`config.mk`:
```
export PLATFORM = sky130hd
export DESIGN_NAME = mem_lsu
export DESIGN_NICKNAME = d
export VERILOG_FILES = /design/src/rtl/mem_lsu.sv
export SDC_FILE = /design/constraint.sdc
export NUM_CORES = 1
export LEC_CHECK = 0
export BUFFER_PORTS_ARGS = -buffer_cell sky130_fd_sc_hd__buf_2
export CELL_PAD_IN_SITES_DETAIL_PLACEMENT = 0
export CELL_PAD_IN_SITES_GLOBAL_PLACEMENT = 1
export CORE_MARGIN = 2
export CORE_UTILIZATION = 28
export CTS_BUF_LIST = sky130_fd_sc_hd__clkbuf_4 sky130_fd_sc_hd__clkbuf_8
export CTS_CLUSTER_DIAMETER = 60
export CTS_CLUSTER_SIZE = 16
export DETAILED_ROUTE_END_ITERATION = 12
export PLACE_DENSITY_LB_ADDON = 0.1
export SYNTH_ARGS = -nofsm -noshare
export SYNTH_HDL_FRONTEND = slang
export SYNTH_SLANG_ARGS = --single-unit
```
`constraint.sdc`:
```
create_clock -name clk -period 3.45 [get_ports clk]
set_input_delay 0.1725 -clock clk [delete_from_list [all_inputs] [get_ports clk]]
set_output_delay 0.1725 -clock clk [all_outputs]
set_load 0.05 [all_outputs]
```
`src/rtl/mem_lsu.sv`:
```
// ---------------------------------------------------------------------------
// mem_lsu : memory-access stage of the five-stage MIPS pipeline.
//
// Sits between the EX/MEM and MEM/WB pipeline registers. Byte, halfword and
// word loads and stores go to a data RAM over a req/ack handshake. The stage
// holds the pipeline with stallreq_o until the access completes. Non-memory
// operations pass straight through combinationally with no added latency.
// Byte order is big-endian: byte offset 0 is bits [31:24] and sel bit 3.
//
// Optional feature macro: MEM_ALIGN_CHECK_EN
//   Defined   - adds align_exc_o. A misaligned halfword or word access raises
//               it for one IDLE cycle and issues no RAM request.
//   Undefined - no check is made. The low address bits pick lanes as if the
//               access were aligned.
//
// Ports
//   clk, rst        clock, synchronous active-high reset
//   wd_i/wd_o       destination register address (EX/MEM -> MEM/WB)
//   wreg_i/wreg_o   register write enable
//   wdata_i/wdata_o ALU result in, writeback data out
//   aluop_i         operation code
//   mem_addr_i      effective byte address
//   mem_sdata_i     store data, right-aligned
//   stallreq_o      stall request to pipeline control
//   ram_*           data RAM request channel (req/we/addr/sel/wdata, rdata/ack)
//   align_exc_o     misaligned-access flag (MEM_ALIGN_CHECK_EN only)
// ---------------------------------------------------------------------------
module mem_lsu #(
    parameter int ADDR_W = 32
) (
    input  logic              clk,
    input  logic              rst,
    input  logic [4:0]        wd_i,
    input  logic              wreg_i,
    input  logic [31:0]       wdata_i,
    input  logic [7:0]        aluop_i,
    input  logic [ADDR_W-1:0] mem_addr_i,
    input  logic [31:0]       mem_sdata_i,
    output logic [4:0]        wd_o,
    output logic              wreg_o,
    output logic [31:0]       wdata_o,
    output logic              stallreq_o,
    output logic              ram_req_o,
    output logic              ram_we_o,
    output logic [ADDR_W-1:0] ram_addr_o,
    output logic [3:0]        ram_sel_o,
    output logic [31:0]       ram_wdata_o,
    input  logic [31:0]       ram_rdata_i,
`ifdef MEM_ALIGN_CHECK_EN
    output logic              align_exc_o,
`endif
    input  logic              ram_ack_i
);

    localparam logic [7:0] OP_LB  = 8'hE0;
    localparam logic [7:0] OP_LH  = 8'hE1;
    localparam logic [7:0] OP_LW  = 8'hE3;
    localparam logic [7:0] OP_LBU = 8'hE4;
    localparam logic [7:0] OP_LHU = 8'hE5;
    localparam logic [7:0] OP_SB  = 8'hE8;
    localparam logic [7:0] OP_SH  = 8'hE9;
    localparam logic [7:0] OP_SW  = 8'hEB;

    typedef enum logic [1:0] {S_IDLE, S_WAIT, S_DONE} state_e;
    typedef enum logic [1:0] {SZ_B, SZ_H, SZ_W} size_e;

    state_e      state_q, state_d;
    logic [31:0] ld_q, ld_d;

    logic        is_load, is_store, is_signed;
    size_e       size;
    logic [1:0]  off;
    logic [3:0]  lane_sel;
    logic [31:0] lane_wdata;
    logic [7:0]  byte_v;
    logic [15:0] half_v;
    logic [31:0] ld_ext;
    logic        misalign;

    assign off = mem_addr_i[1:0];

    // Opcode decode.
    // NOTE: every signal written in an always_comb gets a default first;
    // a path that leaves one unassigned would infer a latch.
    always_comb begin
        is_load   = 1'b0;
        is_store  = 1'b0;
        is_signed = 1'b0;
        size      = SZ_W;
        case (aluop_i)
            OP_LB:  begin is_load  = 1'b1; is_signed = 1'b1; size = SZ_B; end
            OP_LH:  begin is_load  = 1'b1; is_signed = 1'b1; size = SZ_H; end
            OP_LW:  begin is_load  = 1'b1;                   size = SZ_W; end
            OP_LBU: begin is_load  = 1'b1;                   size = SZ_B; end
            OP_LHU: begin is_load  = 1'b1;                   size = SZ_H; end
            OP_SB:  begin is_store = 1'b1;                   size = SZ_B; end
            OP_SH:  begin is_store = 1'b1;                   size = SZ_H; end
            OP_SW:  begin is_store = 1'b1;                   size = SZ_W; end
            default: ;
        endcase
    end

`ifdef MEM_ALIGN_CHECK_EN
    assign misalign = ((size == SZ_H) && mem_addr_i[0]) ||
                      ((size == SZ_W) && (off != 2'b00));
`else
    assign misalign = 1'b0;
`endif

    // Byte-lane enables and replicated store data. Halfword uses addr[1]
    // alone and word ignores the low bits, so misaligned accesses stay sane
    // when the check is compiled out.
    always_comb begin
        case (size)
            SZ_B: begin
                lane_sel   = 4'b1000 >> off;
                lane_wdata = {4{mem_sdata_i[7:0]}};
            end
            SZ_H: begin
                lane_sel   = mem_addr_i[1] ? 4'b0011 : 4'b1100;
                lane_wdata = {2{mem_sdata_i[15:0]}};
            end
            default: begin
                lane_sel   = 4'b1111;
                lane_wdata = mem_sdata_i;
            end
        endcase
    end

    // Lane extraction and sign/zero extension of the load data.
    always_comb begin
        case (off)
            2'd0:    byte_v = ram_rdata_i[31:24];
            2'd1:    byte_v = ram_rdata_i[23:16];
            2'd2:    byte_v = ram_rdata_i[15:8];
            default: byte_v = ram_rdata_i[7:0];
        endcase
        half_v = mem_addr_i[1] ? ram_rdata_i[15:0] : ram_rdata_i[31:16];
        case (size)
            SZ_B:    ld_ext = {{24{is_signed & byte_v[7]}}, byte_v};
            SZ_H:    ld_ext = {{16{is_signed & half_v[15]}}, half_v};
            default: ld_ext = ram_rdata_i;
        endcase
    end

    // Next state and outputs.
    always_comb begin
        state_d     = state_q;
        ld_d        = ld_q;
        wd_o        = wd_i;
        wreg_o      = wreg_i;
        wdata_o     = wdata_i;
        stallreq_o  = 1'b0;
        ram_req_o   = 1'b0;
        ram_we_o    = 1'b0;
        ram_addr_o  = '0;
        ram_sel_o   = 4'b0000;
        ram_wdata_o = 32'h0;
`ifdef MEM_ALIGN_CHECK_EN
        align_exc_o = 1'b0;
`endif

        case (state_q)
            S_IDLE: begin
                if (is_load || is_store) begin
                    // No writeback while the access is outstanding.
                    wreg_o = 1'b0;
                    if (misalign) begin
`ifdef MEM_ALIGN_CHECK_EN
                        align_exc_o = 1'b1;
`endif
                    end else begin
                        stallreq_o  = 1'b1;
                        ram_req_o   = 1'b1;
                        ram_we_o    = is_store;
                        ram_addr_o  = {mem_addr_i[ADDR_W-1:2], 2'b00};
                        ram_sel_o   = lane_sel;
                        ram_wdata_o = lane_wdata;
                        state_d     = S_WAIT;
                    end
                end
            end
            S_WAIT: begin
                // EX/MEM is frozen, so the request fields stay stable here.
                wreg_o      = 1'b0;
                stallreq_o  = 1'b1;
                ram_req_o   = 1'b1;
                ram_we_o    = is_store;
                ram_addr_o  = {mem_addr_i[ADDR_W-1:2], 2'b00};
                ram_sel_o   = lane_sel;
                ram_wdata_o = lane_wdata;
                if (ram_ack_i) begin
                    ld_d    = ld_ext;
                    state_d = S_DONE;
                end
            end
            S_DONE: begin
                // Request drops here, so back-to-back ops get a one-cycle gap.
                if (is_load) begin
                    wdata_o = ld_q;
                end else if (is_store) begin
                    wreg_o = 1'b0;
                end
                state_d = S_IDLE;
            end
            default: state_d = S_IDLE;
        endcase

        // Reset forces every output low for the cycle it is held.
        if (rst) begin
            wd_o        = 5'd0;
            wreg_o      = 1'b0;
            wdata_o     = 32'h0;
            stallreq_o  = 1'b0;
            ram_req_o   = 1'b0;
            ram_we_o    = 1'b0;
            ram_addr_o  = '0;
            ram_sel_o   = 4'b0000;
            ram_wdata_o = 32'h0;
`ifdef MEM_ALIGN_CHECK_EN
            align_exc_o = 1'b0;
`endif
        end
    end

    // NOTE: sequential state uses non-blocking assignments only, so every
    // register samples its next value from the same pre-edge snapshot.
    always_ff @(posedge clk) begin
        if (rst) begin
            state_q <= S_IDLE;
            ld_q    <= 32'h0;
        end else begin
            state_q <= state_d;
            ld_q    <= ld_d;
        end
    end

endmodule

```
==> flow_summary.ini <==
[power_and_ir_drop]
power.leakage_nw = 2.55
vdd_drop_max_v = 0.000173
powerDensity_nw_per_um2 = 243

[global_route]
grt_overflow_total = 0
grt_pass1_vias = 3787
grt_max_degree = 73
antenna_found_initial = 1
grtUsageTotal_pct = 19.4
grt_pass1_wl_um = 20100

[detailed_routing]
routed_wl_um = 13000
wl_per_cell_um = 15.0
vias = 4166
ant_nets = 0
drc = 0
first_pass_iters = 4
drtIter0Drc = 175
detail_route.vias_per_cell = 4.83

[worst_setup_path]
arrival_ps = 2380
crit_fanout = 40
critPathLaunchType = input pin
cp-end-kind = primary output
crit_required_ps = 3280
critical_path_class = in2out

[clock_network]
post_cts_buffers = 0
htree_levels = 2
cts_tree = done
root_buffer = clkbuf_8
clk_path_buf_depth = 2
cts_made_buffers = 5
cts_resized = 0
ctsHoldBuffers = 0
cts_sinks = 34
clk_pin_slew_ps = 70
clk_latency_ps = 290

[hold_path]
hp-class = in2reg

[sta]
setup_viol = 0
min_period_ps = 2550
drv_slew = 0
clock_skew_ps = 3.25
fin_crit_sh_pct = 74.0
rsz0062_at_grt = false
setup-tns-final_ps = 0
max_clock_freq_mhz = 392
hold_viol_final = 0
worst_pin_slew_ps = 862
slew-limit-headroom_pct = 42.6

[die]
die-area_um2 = 12600
start_util_pct = 28.7
io_pins = 254
core_region_area_um2 = 11400
die_w_um = 112
rows = 39
die_y_um = 112

[placed_design]
gp_congestion = 0.792
place_area_um2 = 4570
numPortBuffers = 251
place.detailed.hpwl_um = 10000

[synth]
avgSynthCellArea_um2 = 6.53
netlist_area_um2 = 3270
synth_seq_cells = 34
synthMuxAreaShare_pct = 8.30
synth_seq_area_share_pct = 20.8
synthAdderAreaFrac_pct = 0
synthCells = 501
synth_top_family_by_area = simple AND/OR/NAND/NOR gates
synth_compound_area_share_pct = 26.6
ys_async_sr_fraction_pct = 0
synth_cell_types = 43
synth-simple-area-share_pct = 36.2
synth-xor-area-share_pct = 0
yosys_most_used_dff = dfxtp_1
ys_warn_count = 0
synth_edf_count = 0

[final_layout]
final_area_um2 = 4660
area_growth_pct = 42.4
n_fill_cell = 1252
final_util_pct = 40.8
drive_above_1_share_pct = 40.1
num_antenna_cells = 0
nNetsFinal = 864

[status]
status = finished clean

[job]
drv_cap = 0
## path summary, 6_finish.rpt
kind,from,endpoint,cells after the start,slack [ps]
worst max register to register,state_q[0],ld_q[18],5,1520
worst min register to register,ld_q[14],ld_q[14],2,470
worst max-delay path,aluop_i[0],ram_addr_o[6],8,900
worst min-delay path,ram_ack_i,state_q[0],2,70
## power breakdown
group          internal, W  total [W]  switching, W  leakage, nW
Sequential        0.000398   0.000402    0.00000350        0.274
Clock             0.000169   0.000322      0.000153       0.0517
Combinational     0.000141   0.000408      0.000266         2.22
## cell usage after synthesis (all sizes together) (14+ instances only)
cell type | number | area (um^2)
nand2b | 28 | 175
buf | 16 | 87.6
and2 | 39 | 244
mux2i | 17 | 170
clkbuf | 33 | 124
a21oi | 57 | 285
inv | 14 | 52.6
a22oi | 16 | 170
nor2 | 20 | 75.1
dfxtp | 34 | 681
o21ai | 19 | 95.1
nand2 | 125 | 469
## cell usage in the layout (no fill, tap or decap), types with 9 or more instances in the layout
master	n
buf_2	251
nand2_1	125
a21oi_1	57
and2_1	39
dfxtp_1	34
nand2b_1	28
nor2_1	20
mux2i_1	17
inv_1	13
o21ai_0	11
a22oi_2	10
nand3_1	9
a32oi_1	9
## routing by layer
| metal | GRT usage (%) | up-vias | routed length (um) |
|---|---|---|---|
| li1 | - | 2139 | - |
| met3 | 3.08 | 14 | 873 |
| met1 | 26.8 | 1859 | 5800 |
| met5 | 0 | - | 0 |
| met4 | 4.55 | 0 | 212 |
| met2 | 31.8 | 154 | 6080 |
## critical path, stage by stage
cell and delay [ps]:
buf_2 520, nand2b_1 210, a31oi_1 80, or3_1 320
buf_4 240, inv_2 360, and2_1 200, buf_2 260
## final cells by class
type | count | area, um^2 | area share, %
multi-input cells | 405 | 2340 | 50.2
repair buffers | 259 | 1320 | 28.2
flip-flops and latches | 34 | 681 | 14.6
well taps | 143 | 179 | 3.84
clock buffers | 7 | 90.1 | 1.93
inverters | 14 | 52.6 | 1.13
clock inverters | 1 | 5.00 | 0.107
## logic make-up after synthesis
logic type             count (synthesis)
and+or+nand+nor                      246
buffers and inverters                 63
AOI/OAI and AO/OA                    132
DFF                                   34
muxes                                 25
other                                  1
## sequential cells by signal (all words and copies together), names as in the netlist
register and flops:
ld_q 32, state_q 2
## metrics by stage
stage / hold WS, ps / power (W) / setup WS (ps) / std cells
after floorplan: 268 / 0.000671 / 926 / 502
after global placement: 384 / 0.000817 / 990 / 855
after detailed placement: 378 / 0.000820 / 883 / 855
after CTS: 69.8 / 0.00114 / 876 / 863
after global routing: 104 / 0.00119 / 695 / 863
final: 74.7 / 0.00113 / 898 / 863
No activity file was read; power rests on OpenSTA's default activity.
